`src/rtl/imem_fetch_arbiter_if.sv`:
```
// rtl/imem_fetch_arbiter_if.sv - requester, response and memory-port bundle of the fetch arbiter
interface imem_fetch_arbiter_if #(
  parameter int NUM_REQ = 4
);
  logic [NUM_REQ-1:0]    req_valid;
  logic [NUM_REQ*32-1:0] req_addr;
  logic [NUM_REQ-1:0]    req_flush;
  logic [NUM_REQ-1:0]    req_ready;
  logic [NUM_REQ-1:0]    rsp_valid;
  logic [63:0]           rsp_data;
  logic                  mem_en;
  logic [31:0]           mem_addr;
  logic [63:0]           mem_rdata;
  logic [31:0]           gnt_count;

  modport master (
    output req_valid, req_addr, req_flush, mem_rdata,
    input  req_ready, rsp_valid, rsp_data, mem_en, mem_addr, gnt_count
  );

  modport slave (
    input  req_valid, req_addr, req_flush, mem_rdata,
    output req_ready, rsp_valid, rsp_data, mem_en, mem_addr, gnt_count
  );
endinterface

```
`src/rtl/imem_fetch_arbiter.sv`:
```
// rtl/imem_fetch_arbiter.sv - round-robin sharing of one fixed-latency 64-bit instruction-memory read port
module imem_fetch_arbiter #(
  parameter int NUM_REQ = 4,
  parameter int MEM_LAT = 1
) (
  input  logic                clk,
  input  logic                rst_n,
  imem_fetch_arbiter_if.slave bus
);
  localparam int IW = $clog2(NUM_REQ);

  logic [IW-1:0]      rr_ptr;
  logic [NUM_REQ-1:0] eligible;
  logic               gnt_any;
  logic [IW-1:0]      gnt_id;
  logic [IW:0]        scan;
  logic [31:0]        gnt_addr;
  logic [MEM_LAT-1:0] stg_valid;
  logic [IW-1:0]      stg_id [MEM_LAT];
  logic               last_live;

  assign eligible = bus.req_valid & ~bus.req_flush;

  // rr_ptr and k are both below NUM_REQ, so one subtraction wraps the scan index
  always_comb begin
    gnt_any = 1'b0;
    gnt_id  = '0;
    scan    = '0;
    for (int k = 0; k < NUM_REQ; k++) begin
      scan = {1'b0, rr_ptr} + (IW+1)'(k);
      if (scan >= (IW+1)'(NUM_REQ)) begin
        scan = scan - (IW+1)'(NUM_REQ);
      end
      if (!gnt_any && eligible[scan[IW-1:0]]) begin
        gnt_any = 1'b1;
        gnt_id  = scan[IW-1:0];
      end
    end
  end

  always_comb begin
    gnt_addr = '0;
    for (int i = 0; i < NUM_REQ; i++) begin
      if (gnt_id == IW'(i)) begin
        gnt_addr = bus.req_addr[32*i +: 32];
      end
    end
    bus.req_ready = '0;
    if (gnt_any) begin
      bus.req_ready[gnt_id] = 1'b1;
    end
    bus.mem_en   = gnt_any;
    bus.mem_addr = gnt_any ? {gnt_addr[31:3], 3'b000} : 32'd0;
  end

  // A granted requester never flushes this cycle, so stage 0 loads unmasked
  always_ff @(posedge clk) begin
    if (!rst_n) begin
      rr_ptr        <= '0;
      bus.gnt_count <= '0;
      stg_valid     <= '0;
      for (int s = 0; s < MEM_LAT; s++) begin
        stg_id[s] <= '0;
      end
    end else begin
      if (gnt_any) begin
        rr_ptr        <= (gnt_id == IW'(NUM_REQ-1)) ? '0 : gnt_id + 1'b1;
        bus.gnt_count <= bus.gnt_count + 32'd1;
      end
      stg_valid[0] <= gnt_any;
      stg_id[0]    <= gnt_id;
      for (int s = 1; s < MEM_LAT; s++) begin
        stg_valid[s] <= stg_valid[s-1] && !bus.req_flush[stg_id[s-1]];
        stg_id[s]    <= stg_id[s-1];
      end
    end
  end

  // Responses are also held off during reset so a dropped read never surfaces
  assign last_live = rst_n && stg_valid[MEM_LAT-1] && !bus.req_flush[stg_id[MEM_LAT-1]];

  always_comb begin
    bus.rsp_valid = '0;
    if (last_live) begin
      bus.rsp_valid[stg_id[MEM_LAT-1]] = 1'b1;
    end
    bus.rsp_data = last_live ? bus.mem_rdata : 64'd0;
  end
endmodule
```
`src/flat_wrapper.sv`:
```
// flat-port wrapper written by rule: the top's interface ports become plain ports
module imem_fetch_arbiter_flat 
#(
  parameter int NUM_REQ = 4,
  parameter int MEM_LAT = 1
)
  (clk, rst_n, bus_req_valid, bus_req_addr, bus_req_flush, bus_mem_rdata, bus_req_ready, bus_rsp_valid, bus_rsp_data, bus_mem_en, bus_mem_addr, bus_gnt_count);
  imem_fetch_arbiter_if #(.NUM_REQ(NUM_REQ)) bus_i ();
  input  logic clk;
  input  logic rst_n;
  input wire logic [$bits(bus_i.req_valid)-1:0] bus_req_valid;
  input wire logic [$bits(bus_i.req_addr)-1:0] bus_req_addr;
  input wire logic [$bits(bus_i.req_flush)-1:0] bus_req_flush;
  input wire logic [$bits(bus_i.mem_rdata)-1:0] bus_mem_rdata;
  output wire logic [$bits(bus_i.req_ready)-1:0] bus_req_ready;
  output wire logic [$bits(bus_i.rsp_valid)-1:0] bus_rsp_valid;
  output wire logic [$bits(bus_i.rsp_data)-1:0] bus_rsp_data;
  output wire logic [$bits(bus_i.mem_en)-1:0] bus_mem_en;
  output wire logic [$bits(bus_i.mem_addr)-1:0] bus_mem_addr;
  output wire logic [$bits(bus_i.gnt_count)-1:0] bus_gnt_count;
  assign bus_i.req_valid = bus_req_valid;
  assign bus_i.req_addr = bus_req_addr;
  assign bus_i.req_flush = bus_req_flush;
  assign bus_i.mem_rdata = bus_mem_rdata;
  assign bus_req_ready = bus_i.req_ready;
  assign bus_rsp_valid = bus_i.rsp_valid;
  assign bus_rsp_data = bus_i.rsp_data;
  assign bus_mem_en = bus_i.mem_en;
  assign bus_mem_addr = bus_i.mem_addr;
  assign bus_gnt_count = bus_i.gnt_count;
  imem_fetch_arbiter #(.NUM_REQ(NUM_REQ), .MEM_LAT(MEM_LAT)) u_core (.clk(clk), .rst_n(rst_n), .bus(bus_i));
endmodule
```
`config.mk`:
```
export PLATFORM = sky130hd
export DESIGN_NAME = imem_fetch_arbiter_flat
export DESIGN_NICKNAME = d
export VERILOG_FILES = /design/src/rtl/imem_fetch_arbiter_if.sv /design/src/rtl/imem_fetch_arbiter.sv /design/src/flat_wrapper.sv
export SDC_FILE = /design/constraint.sdc
export NUM_CORES = 1
export LEC_CHECK = 0
export ABC_CLOCK_PERIOD_IN_PS = 4280
export CORE_AREA = 2 2 130 132
export CTS_BUF_LIST = sky130_fd_sc_hd__clkbuf_8
export DETAILED_ROUTE_END_ITERATION = 16
export DIE_AREA = 0 0 132 134
export GPL_TIMING_DRIVEN = 0
export HOLD_SLACK_MARGIN = 0.03
export SYNTH_ARGS = -nofsm -noshare
export SYNTH_HDL_FRONTEND = slang
export SYNTH_SLANG_ARGS = --single-unit
```
`constraint.sdc`:
```
create_clock -name clk -period 4.28 [get_ports clk]
set_input_delay 0.856 -clock clk [delete_from_list [all_inputs] [get_ports clk]]
set_output_delay 0.856 -clock clk [all_outputs]
set_load 0.05 [all_outputs]
```
==> impl_metrics.yaml <==
die:
  chipHeight_um: 134
  standard_cell_rows: 47
  floorplan.io_pins: 339
  start_util_pct: 21.96
  placeableCoreArea_mm2: 0.01629
  design.die.area_mm2: 0.01769
  die-width_um: 132
critical_path:
  critical_path_class: "in2out"
  slowest_stage: "clkdlybuf4s50_1"
  crit_path_cell_trace: "clkdlybuf4s50_1, nor2b_4, buf_6, o221ai_2, a21oi_2, inv_2, ha_1, clkbuf_1, a211o_1, a21oi_1, clkbuf_4"
  cp-end-kind: "output pin"
  critPathRequiredTime_ns: 3.42
  cp_slowest_stage_delay_ns: 0.46
  critical_path.startpoint_type: "input pin"
  crit_fanout: 10
  arrival_time_at_the_worst_endpoint_ns: 3.38
drt:
  post_drt_wl_per_cell_um: 17.73
  postRouteWirelength_mm: 18.63
  drc_violation_total_after_the_first_tritonroute_iteration: 223
  final_antenna_net_count: 0
  drt-pass1-iter-count: 4
  wl_met1_mm: 7.622
  met3_length_mm: 1.470
  highest_layer: "met5"
  route.met2.wl_mm: 9.296
  vias_per_cell: 4.686
  via_count: 4925
  drc: 0
placement:
  dp_worst_setup_slack_ns: -1.232
  placement.io_buffers: 323
  placedInstanceArea_mm2: 0.007168
  hpwlAfterDp_mm: 14.77
  routabilityCongestion: 0.7995
yosys:
  synth.top_cell.area_share_pct: 20.71
  synth-edff-count: 0
  async_flop_share_pct: 0
  yosysWarningCount: 0
  synth.yosys.seq_area_share_pct: 20.71
  synth-seq-cells: 37
  dominantRegCellSynth: "dfxtp_1"
  synth_largest_area_cell: "dfxtp_1"
  yosys-top-cells-area: "dfxtp_1 21%, and2_1 12%, a211o_1 7.1%, a221oi_1 6.9%, a21oi_1 6.2%"
  synthCells: 491
  synthesis.area_mm2: 0.003577
  yosys.cell_types.count: 49
  synth_area_per_cell_um2: 7.286
global_route:
  global_route_wire_length_before_repair_mm: 27.27
  globalRouteTotalUtil_pct: 19.50
  grt_pass1_vias: 4628
  grt.overflow.total: 0
  maximum_number_of_pins_on_one_net_before_global_route_repair: 11
  antenna_violations_before_repair: 1
timing:
  worst_clock_skew_ns: 0.006365
  final.setup.tns_ns: 0
  timing_hold_violations_final: 0
  fmax_ghz: 0.2361
  final.setup.worst_slack_ns: 0.04383
  slew-limit-headroom_pct: 47.47
  worstMarginPinSlew_ns: 0.7879
  final-max-slew-violation-count: 0
  layout_min_cycle_time_ns: 4.236
  final.period_utilization_pct: 98.98
  grt_setup_unrepaired: "yes"
  setup_viol: 0
power:
  power-per-cell-area_mw_per_mm2: 227.6
  worst_vdd_ir_mv: 0.1359
  p_leak_nw: 3.368
clock_network:
  clkTransAtPathRegs_ns: 0.07
  cts.htree.levels: 2
  clock_sinks: 37
  cts_tree: "yes"
  clock_path_buffers: 2
  cts_made_buffers: 5
  clock_latency_ns: 0.29
  ctsRootBufferMaster: "clkbuf_8"
final_layout:
  layout-drive-gt1-share_pct: 15.16
  layout.nets: 1037
  antenna_cells: 0
  area_growth_syn_to_layout_pct: 112.0
  postLayoutCellArea_mm2: 0.007584
outcome:
  outcome: "finished, final reports clean"
hold_path:
  hp-class: "reg2reg"
run:
  timing.max_cap.violations: 0
Yosys cell counts, drive strengths merged (3+ instances only):
library cell   n
a211o         29
a21oi         44
a221oi        28
and2          69
and2b          3
and3           3
and4           5
buf           15
clkbuf        33
dfxtp         37
ha             5
inv           37
mux2i         18
nand2         58
nand2b        19
nand3         10
nand4          4
nor2           8
nor4          16
nor4b          3
o21ai          3
o31ai          9
o41ai          3
or4            9
xnor2          3
report_power, final:
| group | leakage [nW] | switching, mW | internal [mW] |
|---|---|---|---|
| Combinational | 3.02 | 0.626 | 0.504 |
| Sequential | 0.300 | 0.0106 | 0.352 |
| Clock | 0.0519 | 0.124 | 0.109 |
| Total | 3.37 | 0.761 | 0.965 |
path summary, 6_finish.rpt:
path | start | endpoint | slack, ns | cells after the start
hold reg to reg | u_core.bus.gnt_count[31]$_SDFFE_PN0P_ | u_core.bus.gnt_count[31]$_SDFFE_PN0P_ | 0.48 | 2
hold / removal | u_core.bus.gnt_count[31]$_SDFFE_PN0P_ | u_core.bus.gnt_count[31]$_SDFFE_PN0P_ | 0.48 | 2
setup / recovery | bus_req_valid[1] | bus_mem_addr[30] | 0.04 | 11
setup reg to reg | u_core.rr_ptr[1]$_SDFFE_PN0P_ | u_core.rr_ptr[0]$_SDFFE_PN0P_ | 2.31 | 7
cell usage in the layout (no fill, tap or decap), types with 4 or more instances in the layout:
cell	instances
nand2b_1	18
a21oi_2	23
dlymetal6s2s_1	22
buf_2	8
and4_1	5
nand3_1	10
and2_1	69
clkbuf_4	5
a221oi_2	8
o31ai_1	9
buf_6	22
a221oi_1	20
buf_4	17
a211o_1	29
clkbuf_1	20
dlygate4sd2_1	32
nor4_1	8
or4_1	9
a21oi_1	21
nand2_1	58
dfxtp_1	37
clkbuf_2	4
nor2_1	8
clkdlybuf4s50_1	238
clkbuf_8	6
nor4_2	7
inv_1	38
mux2i_1	18
sequential cells by signal, summed over array words and instances (netlist names):
| name | flops |
|---|---|
| u_core.bus.gnt_count | 32 |
| u_core.rr_ptr | 2 |
| u_core.stg_id | 2 |
| u_core.stg_valid | 1 |
per-stage QoR:
step	power [mW]	instances	hold WS, ns	util (%)
2_1_floorplan	0.9779	493	0.4848	-
3_3_place_gp	1.401	1036	0.4582	44.00
3_5_place_dp	1.400	1036	0.4716	44.00
4_1_cts	1.674	1048	0.4812	45.10
5_1_grt	1.809	1051	0.5001	46.56
6_report	1.726	1051	0.4775	46.56
logic make-up after synthesis:
| kind of cell | after synthesis | synth area share [%] |
|---|---|---|
| AND/OR/NAND/NOR | 218 | 36.76 |
| AO/OA/AOI/OAI | 122 | 24.69 |
| buffers and inverters | 86 | 9.898 |
| flip-flops | 37 | 20.71 |
| multiplexers | 19 | 5.351 |
| adder cells (fa/ha/maj) | 5 | 1.749 |
| XOR/XNOR | 3 | 0.7347 |
| other | 1 | 0.1048 |
cell type report:
cell class	count	area, µm²
inverter	38	142.6
sequential	37	740.7
clock buffer	5	68.82
clock inverter	3	11.26
multi-input combinational	370	2705
timing repair buffer	332	3363
buffer	46	276.5
fill	1652	8706
tap	220	275.3
routing by layer:
metal,global-route usage [%],vias to the layer above
li1,-,2426
met1,24.43,2261
met2,34.00,219
met3,5.253,17
met4,3.261,2
met5,0,-
worst max-delay path: cells and delay by family:
kind	cells	cell delay, ns
AOI/OAI and AO/OA	4	0.88
adders and majority gates	1	0.26
buffers and inverters	5	1.22
and+or+nand+nor	1	0.14
what timing repair did:
item | 4_1_cts | 5_1_grt
pin swaps | 8 | 11
cloned | 1 | 2
endpoints found under the setup margin | 82 | 51
resized for setup | 266 | 53
buffers inserted | 3 | 4
hold buffers | 0 | 0
Note: power is estimated with default switching activity, not from simulation.
